$ cat src/rtl/rvm_mem_arbiter.sv
`default_nettype none
// ============================================================================
// Module   : rvm_mem_arbiter
// Purpose  : Shares the single memory port between the instruction-fetch
//            requester (f_*) and the load/store requester (d_*). One
//            requester wins, its request is registered onto the mem_* bus,
//            and the bus is held until the memory completes the cycle or the
//            stall timeout aborts it. Read data and error status come back
//            registered, together with a one-cycle ack.
// Revision : 1.0 - initial release
// ----------------------------------------------------------------------------
// Ports
//   clk, resetn            : clock, asynchronous active-low reset
//   f_req/f_addr           : fetch request (held until f_ack)
//   f_ack/f_rdata/f_error  : fetch completion pulse, data, error
//   d_req/d_addr/d_wdata   : load/store request, address, store data
//   d_b_en/d_w_en          : byte enables, 1 = store
//   d_ack/d_rdata/d_error  : load/store completion pulse, data, error
//   mem_addr/mem_wdata     : registered memory address / write data
//   mem_b_en/mem_w_en      : registered byte enables / write enable
//   mem_c_en               : chip enable, decoded from state
//   mem_rdata/mem_error    : memory response, sampled on completion
//   mem_stall              : memory not ready this cycle
//   arb_busy               : a transfer is in flight
// Parameters
//   TIMEOUT_W              : stall counter width; abort after
//                            2^TIMEOUT_W-1 consecutive stalled cycles
// Configuration macro
//   RVM_MEM_ARB_RR_EN      : defined -> round-robin on ties (first tie goes
//                            to fetch); undefined -> data always wins ties
// ============================================================================
module rvm_mem_arbiter #(
  parameter int TIMEOUT_W = 8
) (
  input  logic        clk,
  input  logic        resetn,
  // fetch port
  input  logic        f_req,
  input  logic [31:0] f_addr,
  output logic        f_ack,
  output logic [31:0] f_rdata,
  output logic        f_error,
  // load/store port
  input  logic        d_req,
  input  logic [31:0] d_addr,
  input  logic [31:0] d_wdata,
  input  logic [3:0]  d_b_en,
  input  logic        d_w_en,
  output logic        d_ack,
  output logic [31:0] d_rdata,
  output logic        d_error,
  // memory bus
  output logic [31:0] mem_addr,
  output logic [31:0] mem_wdata,
  output logic        mem_c_en,
  output logic [3:0]  mem_b_en,
  output logic        mem_w_en,
  input  logic [31:0] mem_rdata,
  input  logic        mem_error,
  input  logic        mem_stall,
  output logic        arb_busy
);

  typedef enum logic [1:0] {
    IDLE   = 2'd0,
    BUSY_F = 2'd1,
    BUSY_D = 2'd2
  } state_t;

  // Counter value seen in the stalled cycle that makes it the last allowed
  // one: the transfer aborts at the end of stalled cycle number 2^W-1.
  localparam logic [TIMEOUT_W-1:0] C_ABORT_CNT = {TIMEOUT_W{1'b1}} - TIMEOUT_W'(1);

  state_t               r_state;
  state_t               w_next_state;
  logic [TIMEOUT_W-1:0] r_stall_cnt;

  logic w_f_eff;
  logic w_d_eff;
  logic w_tie_f;
  logic w_grant_f;
  logic w_grant_d;
  logic w_complete;
  logic w_abort;
  logic w_done_f;
  logic w_done_d;

  // A requester still holds req during its ack cycle; masking it there keeps
  // the transfer that just finished from being granted a second time.
  assign w_f_eff = f_req & ~f_ack;
  assign w_d_eff = d_req & ~d_ack;

`ifdef RVM_MEM_ARB_RR_EN
  // 1 = data won the most recent grant. Resets to data so the first tie
  // goes to fetch.
  logic r_last_d;

  assign w_tie_f = ~r_last_d;

  always_ff @(posedge clk or negedge resetn) begin
    if (!resetn) begin
      r_last_d <= 1'b1;
    end else if (w_grant_f) begin
      r_last_d <= 1'b0;
    end else if (w_grant_d) begin
      r_last_d <= 1'b1;
    end
  end
`else
  assign w_tie_f = 1'b0;
`endif

  // --------------------------------------------------------------------------
  // State register
  // --------------------------------------------------------------------------
  always_ff @(posedge clk or negedge resetn) begin
    if (!resetn) begin
      r_state <= IDLE;
    end else begin
      r_state <= w_next_state;
    end
  end

  // --------------------------------------------------------------------------
  // Next-state / grant / completion decode
  // --------------------------------------------------------------------------
  always_comb begin
    w_next_state = r_state;
    w_grant_f    = 1'b0;
    w_grant_d    = 1'b0;
    w_complete   = 1'b0;
    w_abort      = 1'b0;
    case (r_state)
      IDLE: begin
        if (w_f_eff && (!w_d_eff || w_tie_f)) begin
          w_grant_f    = 1'b1;
          w_next_state = BUSY_F;
        end else if (w_d_eff) begin
          w_grant_d    = 1'b1;
          w_next_state = BUSY_D;
        end
      end
      BUSY_F, BUSY_D: begin
        if (!mem_stall) begin
          w_complete   = 1'b1;
          w_next_state = IDLE;
        end else if (r_stall_cnt == C_ABORT_CNT) begin
          w_abort      = 1'b1;
          w_next_state = IDLE;
        end
      end
      default: w_next_state = IDLE;
    endcase
  end

  assign w_done_f = (w_complete | w_abort) & (r_state == BUSY_F);
  assign w_done_d = (w_complete | w_abort) & (r_state == BUSY_D);

  // --------------------------------------------------------------------------
  // Stall counter: cleared on every grant, counts stalled busy cycles
  // --------------------------------------------------------------------------
  always_ff @(posedge clk or negedge resetn) begin
    if (!resetn) begin
      r_stall_cnt <= '0;
    end else if (w_grant_f || w_grant_d) begin
      r_stall_cnt <= '0;
    end else if ((r_state != IDLE) && mem_stall) begin
      r_stall_cnt <= r_stall_cnt + TIMEOUT_W'(1);
    end
  end

  // --------------------------------------------------------------------------
  // Registered memory bus and requester responses
  // --------------------------------------------------------------------------
  always_ff @(posedge clk or negedge resetn) begin
    if (!resetn) begin
      mem_addr  <= '0;
      mem_wdata <= '0;
      mem_b_en  <= '0;
      mem_w_en  <= 1'b0;
      f_ack     <= 1'b0;
      f_rdata   <= '0;
      f_error   <= 1'b0;
      d_ack     <= 1'b0;
      d_rdata   <= '0;
      d_error   <= 1'b0;
    end else begin
      f_ack <= w_done_f;
      d_ack <= w_done_d;

      if (w_grant_f) begin
        // Fetches are always full-word reads.
        mem_addr  <= f_addr;
        mem_wdata <= '0;
        mem_b_en  <= 4'b1111;
        mem_w_en  <= 1'b0;
      end else if (w_grant_d) begin
        mem_addr  <= d_addr;
        mem_wdata <= d_wdata;
        mem_b_en  <= d_b_en;
        mem_w_en  <= d_w_en;
      end

      // On abort mem_rdata/mem_error are not valid, so return 0 with error.
      if (w_done_f) begin
        f_rdata <= w_abort ? 32'd0 : mem_rdata;
        f_error <= w_abort ? 1'b1  : mem_error;
      end
      if (w_done_d) begin
        d_rdata <= w_abort ? 32'd0 : mem_rdata;
        d_error <= w_abort ? 1'b1  : mem_error;
      end
    end
  end

  // Decoded from state only, so reset drops it immediately and no mem_*
  // input reaches a mem_* output combinationally.
  assign mem_c_en = (r_state != IDLE);
  assign arb_busy = (r_state != IDLE);

endmodule
`default_nettype wire

$ cat config.mk
export PLATFORM = sky130hd
export DESIGN_NAME = rvm_mem_arbiter
export DESIGN_NICKNAME = d
export VERILOG_FILES = /design/src/rtl/rvm_mem_arbiter.sv
export SDC_FILE = /design/constraint.sdc
export NUM_CORES = 1
export LEC_CHECK = 0
export BUFFER_PORTS_ARGS = -buffer_cell sky130_fd_sc_hd__buf_2
export CORE_ASPECT_RATIO = 1.1
export CORE_MARGIN = 5
export CORE_UTILIZATION = 42
export CTS_CLUSTER_SIZE = 28
export DETAILED_ROUTE_END_ITERATION = 12
export PLACE_DENSITY = 0.77
export REMOVE_ABC_BUFFERS = 1
export SLEW_MARGIN = 20
export SYNTH_ARGS = -nofsm -noshare
export SYNTH_HDL_FRONTEND = slang
export SYNTH_SLANG_ARGS = --single-unit
$ cat constraint.sdc
create_clock -name clk -period 1.6 [get_ports clk]
set_clock_uncertainty 0.05 [all_clocks]
set_input_delay 0.16 -clock clk [delete_from_list [all_inputs] [get_ports clk]]
set_output_delay 0.16 -clock clk [all_outputs]
set_load 0.02 [all_outputs]
* Word-level counts from Yosys, hierarchy flattened *
Index checks and enable logic that the tools add are counted.

word-level totals
  register bits after elaboration = 147
  logic and storage cells = 62

cells by class
  $add $sub $neg = 1
  equal/unequal tests = 5
  mux-type cells = 27
  bitwise operators = 7
  reductions and logical operators = 10

operators by type and width
  cell                 number
  $mux 32              5
  $mux 8               2
  $mux 1               13
  $add 8x1->8 const B  1
  $eq 8x8->1 const B   1
  $mux 2               4
  $mux 4               2
  $ne 3x3->1 const B   2
  $reduce_bool 2->1    3
  $and 1x1->1          4
  $pmux 2 s2           1
  $eq 2x1->1 const B   1
  $eq 2x2->1 const B   1
  $logic_and 1x1->1    2
  $logic_not 2->1      1
  $not 1->1            2
  $reduce_and 2->1     1
  $reduce_or 2->1      1
  $logic_not 1->1      1
  $logic_or 1x1->1     1
  $or 1x1->1           1

* Logic depth before layout (Yosys ltp) *
  depth in word-level cells = 8
  depth in mapped cells = 7
  mapped depth without buffers = 7

* Least setup slack after synthesis *
OpenSTA, ideal clock, no wires.

  path type = register -> register
  from = register r_state[0]
  to = register d_rdata[0]
  data arrival time = 1.534 ns
  required time = 1.429 ns
  slack = -0.105 ns
  cell stages (with the launch flop) = 8
  buffers on the path = 2
  period minus slack after synthesis = 1.705 ns
  cells stage by stage = dfrtp_1 inv_1 ha_1 nor2b_1 and2_1 buf_2 buf_2 a22o_1

between the ends
  longest elaborated chain between the ends = 5

ends and longest elaborated chain
  element                                          line      text
  start, declared                                  74        state_t r_state;
  start signal, assigned                           120       r_state <= w_next_state;
  $eq 2x1->1 / $eq 2x2->1 (equally long branches)  133, 157
  $reduce_or 2->1                                  133       case (r_state)
  $mux 1                                           133
  $or 1x1->1                                       157       assign w_done_d = (w_complete | w_abort) & (r_state == BUSY_D);
  $and 1x1->1                                      157
  end signal, assigned                             210       d_rdata <= w_abort ? 32'd0 : mem_rdata;
  end, declared                                    50        output logic [31:0] d_rdata,

Several ways; a longest one is shown, not always the timed one.
A chain may end at the register's enable or synchronous reset.

* Worst setup path in the final report *
  from = register r_stall_cnt[0]
  to = register d_rdata[10]

between the ends
  longest elaborated chain between the ends = 6

ends and longest elaborated chain
  element                 line  text
  start, declared         76    logic [TIMEOUT_W-1:0] r_stall_cnt;
  start signal, assigned  168   r_stall_cnt <= r_stall_cnt + TIMEOUT_W'(1);
  $eq 8x8->1 (*)          147   end else if (r_stall_cnt == C_ABORT_CNT) begin
  $mux 1 (*)              147
  $mux 1 (*)              144   if (!mem_stall) begin
  $mux 1 (*)              133
  $or 1x1->1              157
  $and 1x1->1             157

Mark *: on every way between the ends. The rest lies on a longest branch, timed or not.

==> metrics.txt <==
violated checks=negative setup slack; synth cell count leaders=dfrtp_1 (147), a22o_1 (98), nand2_1 (36); Clk pwr share=0.216; Netlist cell types=31; layout cells sized above 1=0.4253; most common flop cell mapped by yosys=dfrtp_1; max incr delay on CP=0.38 ns; Yosys top cell area share=0.6349; Mapped Area=5794 µm²; FP Rows=45; Max FO, Critical Path=33; Comb power frac=0.460; DR vias=5,500; M1 WL=~7.4 mm; share of power burned in registers=0.324; RSZ-0062 raised after global routing=yes; Yosys top cell by area=dfrtp_1; Final min period=1.622 ns; Post-Route WL=20.57 mm; run status=complete, but fails checks; vias in the first global route=5,930; Leak Pwr=5.027 nW; WL/cell=19.28 µm; Crit. End Element=flop; setup total negative slack=-0.3109 ns; internal power=0.01190 W; dominant cells by area after synthesis=dfrtp_1 (63%), a22o_1 (15%), mux2i_1 (5.5%); NumNets Final=1,008; crit path cell chain=inv_1 -> ha_2 -> nand3_4 -> o21ai_4 -> nand3_4 -> buf_12 -> a22o_1; Startpoint Class=flop; Seq/Total Area, Yosys=0.6349; grt ovf=0; Hold Crit Class=primary input to flop; drt drc=0; Switching Share=0.3871; Max Fclk=616.6 MHz; Least-Margin Pin Slew=0.4038 ns; Setup Viol. Count Final=38; Mapped Avg Cell Area=13.20 µm²; largest net degree at the start of global routing=42; most frequent CP cell=nand3_4; chip height=between 100 and 150 µm; arrival time at the worst endpoint=1.87 ns; placed cell area=7606 µm²; met3 wire length=between 1.5 and 2 mm; GRT Overall Usage=0.2429; Final HPWL DP=12.03 mm; max-cap viol count=0; # fillers=slightly below 900; NetSw=0.007516 W; first-pass GRT wire length=slightly above 30 mm; Mapped Cells=439; Worst-path clk slew=0.06 ns; initial drt markers=260; Final Cell Area=9746 µm²; gpl congestion=0.8267; Synth async-reset ratio=1.000; Core Region=13,680 µm²; Final Cycle Share=1.014; Detail Route Antenna Nets=0; root buf cell=clkbuf_16; die area=around 16,000 µm²; EDFF count, synth=0; TritonCTS clock tree=yes; overall die width=122.0 µm; count leader, synth=dfrtp_1; Clk Latency, worst-skew pair=0.41 ns; Hold Vio Cnt, Final=0; Setup WS post-layout=-0.02173 ns; DR vias/cell=5.155; Top Layer Used=met5; depth of the CTS H-tree=4; initial antenna violation count=3; Crit-path slowest cell=dfrtp_1; flops & latches, synth=147; area delta synth->final=68.19%; maximum vdd ir drop=1256 µV; clk sinks=around 150; Ports=278; CTS Buf Count=17; power per cell area=1992 nW/µm²; drt pass-1 iters=5; I/O Buffers=277; CTS Buffer Depth=2; post-layout power=0.01942 W; pins over their slew limit=0; met2 routed WL=10.35 mm; Initial Util=0.4235; yosys warns=0; Crit Path Class=flop to flop; Rel. slew slack=0.7308; Req. time, crit path=about 1.8 ns
area by class of cell:
type                            count  area, µm²  area share
Antenna cell                        2      5.005   0.0005135
Clock buffer                       24      481.7     0.04943
Clock inverter                      8      148.9     0.01528
Inverter                            7      28.78    0.002953
Multi-Input combinational cell    253       2039      0.2093
Sequential cell                   147       3679      0.3775
Tap cell                          188      235.2     0.02414
Timing Repair Buffer              438       3128      0.3210
critical path: cells and delay by family (launching register included):
| kind | cells | cell delay (ns) |
|---|---|---|
| adders and majority gates | 1 | 0.19 |
| and+or+nand+nor | 2 | 0.19 |
| buffers and inverters | 2 | 0.24 |
| AOI/OAI and AO/OA | 2 | 0.45 |
| DFF | 1 | 0.38 |
registers in the layout (all words and copies together) (netlist names):
| register | flops |
|---|---|
| d_rdata | 32 |
| f_rdata | 32 |
| mem_wdata | 32 |
| r_stall_cnt | 8 |
| r_state | 2 |
| d_error | 1 |
| mem_b_en | 4 |
| f_error | 1 |
| mem_w_en | 1 |
| d_ack | 1 |
| f_ack | 1 |
| mem_addr | 32 |
stage by stage:
step / hold slack [ns] / utilization / setup slack, ns / cells
after global routing: 0.004182 / 0.7123 / -0.1211 / 1067
after floorplan: -0.1856 / - / -1.470 / 407
after global placement: 0.05471 / 0.5559 / -0.01084 / 903
after detailed placement: 0.06166 / 0.5559 / -0.05764 / 903
after CTS: 0.0008639 / 0.6946 / -0.03731 / 1058
final: 0.003241 / 0.7123 / -0.02173 / 1067
cells by family (layout without fill, tap and decap cells):
| logic type | after synthesis | count (layout) | synth area share |
|---|---|---|---|
| XOR/XNOR | 5 | 5 | 0.007557 |
| other | 0 | 2 | 0 |
| adder cells (fa/ha/maj) | 5 | 5 | 0.01080 |
| AO/OA/AOI/OAI | 145 | 145 | 0.1956 |
| flip-flops | 147 | 147 | 0.6349 |
| AND/OR/NAND/NOR | 66 | 66 | 0.05657 |
| multiplexers | 32 | 32 | 0.05528 |
| buffers and inverters | 39 | 477 | 0.03930 |
per-layer routing:
layer / vias up / GRT usage
met4: 2 / 0.1208
met3: 66 / 0.09002
met5: - / 0
li1: 2460 / -
met1: 2656 / 0.2695
met2: 316 / 0.4085
cells in the final DEF, fill, tap and decap left out, types with 4 or more instances in the layout:
| cell type | Yosys | layout |
|---|---|---|
| buf_6 | 6 | 6 |
| mux2i_4 | 0 | 5 |
| bufinv_16 | 0 | 4 |
| xor2_1 | 4 | 4 |
| mux2i_2 | 0 | 4 |
| a22o_1 | 98 | 98 |
| nor2_1 | 8 | 7 |
| inv_1 | 7 | 4 |
| dlygate4sd3_1 | 0 | 122 |
| buf_2 | 17 | 274 |
| o22a_1 | 4 | 4 |
| nand3_4 | 2 | 4 |
| buf_4 | 4 | 22 |
| dfrtp_1 | 147 | 147 |
| nand2_1 | 36 | 36 |
| clkbuf_16 | 0 | 20 |
| clkbuf_1 | 5 | 4 |
| o21ai_1 | 35 | 33 |
| mux2i_1 | 32 | 23 |
| buf_12 | 0 | 10 |
timing repair:
| item | in CTS | in global routing |
|---|---|---|
| hold endpoints to repair | 277 | 0 |
| buffers inserted | 1 | 3 |
| gates resized for setup | 9 | 30 |
| hold buffers | 122 | 0 |
| gates cloned | 0 | 4 |
| setup endpoints to repair | 120 | 105 |
| pin swaps | 2 | 6 |
path summary, 6_finish.rpt:
kind                            depth (start not counted)            from           end  slack, ns
min in group asynchronous                               2          resetn   mem_b_en[0]       0.20
worst max-delay path                                    7  r_stall_cnt[0]   d_rdata[10]      -0.02
worst min-delay path                                    3      d_addr[20]  mem_addr[20]      0.003
max in group asynchronous                               3          resetn   mem_addr[9]       0.75
worst max register to register                          7  r_stall_cnt[0]   d_rdata[10]      -0.02
worst min register to register                          2    mem_addr[26]  mem_addr[26]       0.42
power by group through the flow:
stage,sequential [W],clock [W],combinational [W]
after CTS,0.00623,0.00429,0.00831
after detailed placement,0.00622,0,0.00800
after global placement,0.00622,0,0.00776
after global routing,0.00645,0.00445,0.00953
final,0.00630,0.00420,0.00892
after floorplan,0.00805,0,0.00280
(Power assumes the default switching activity.)
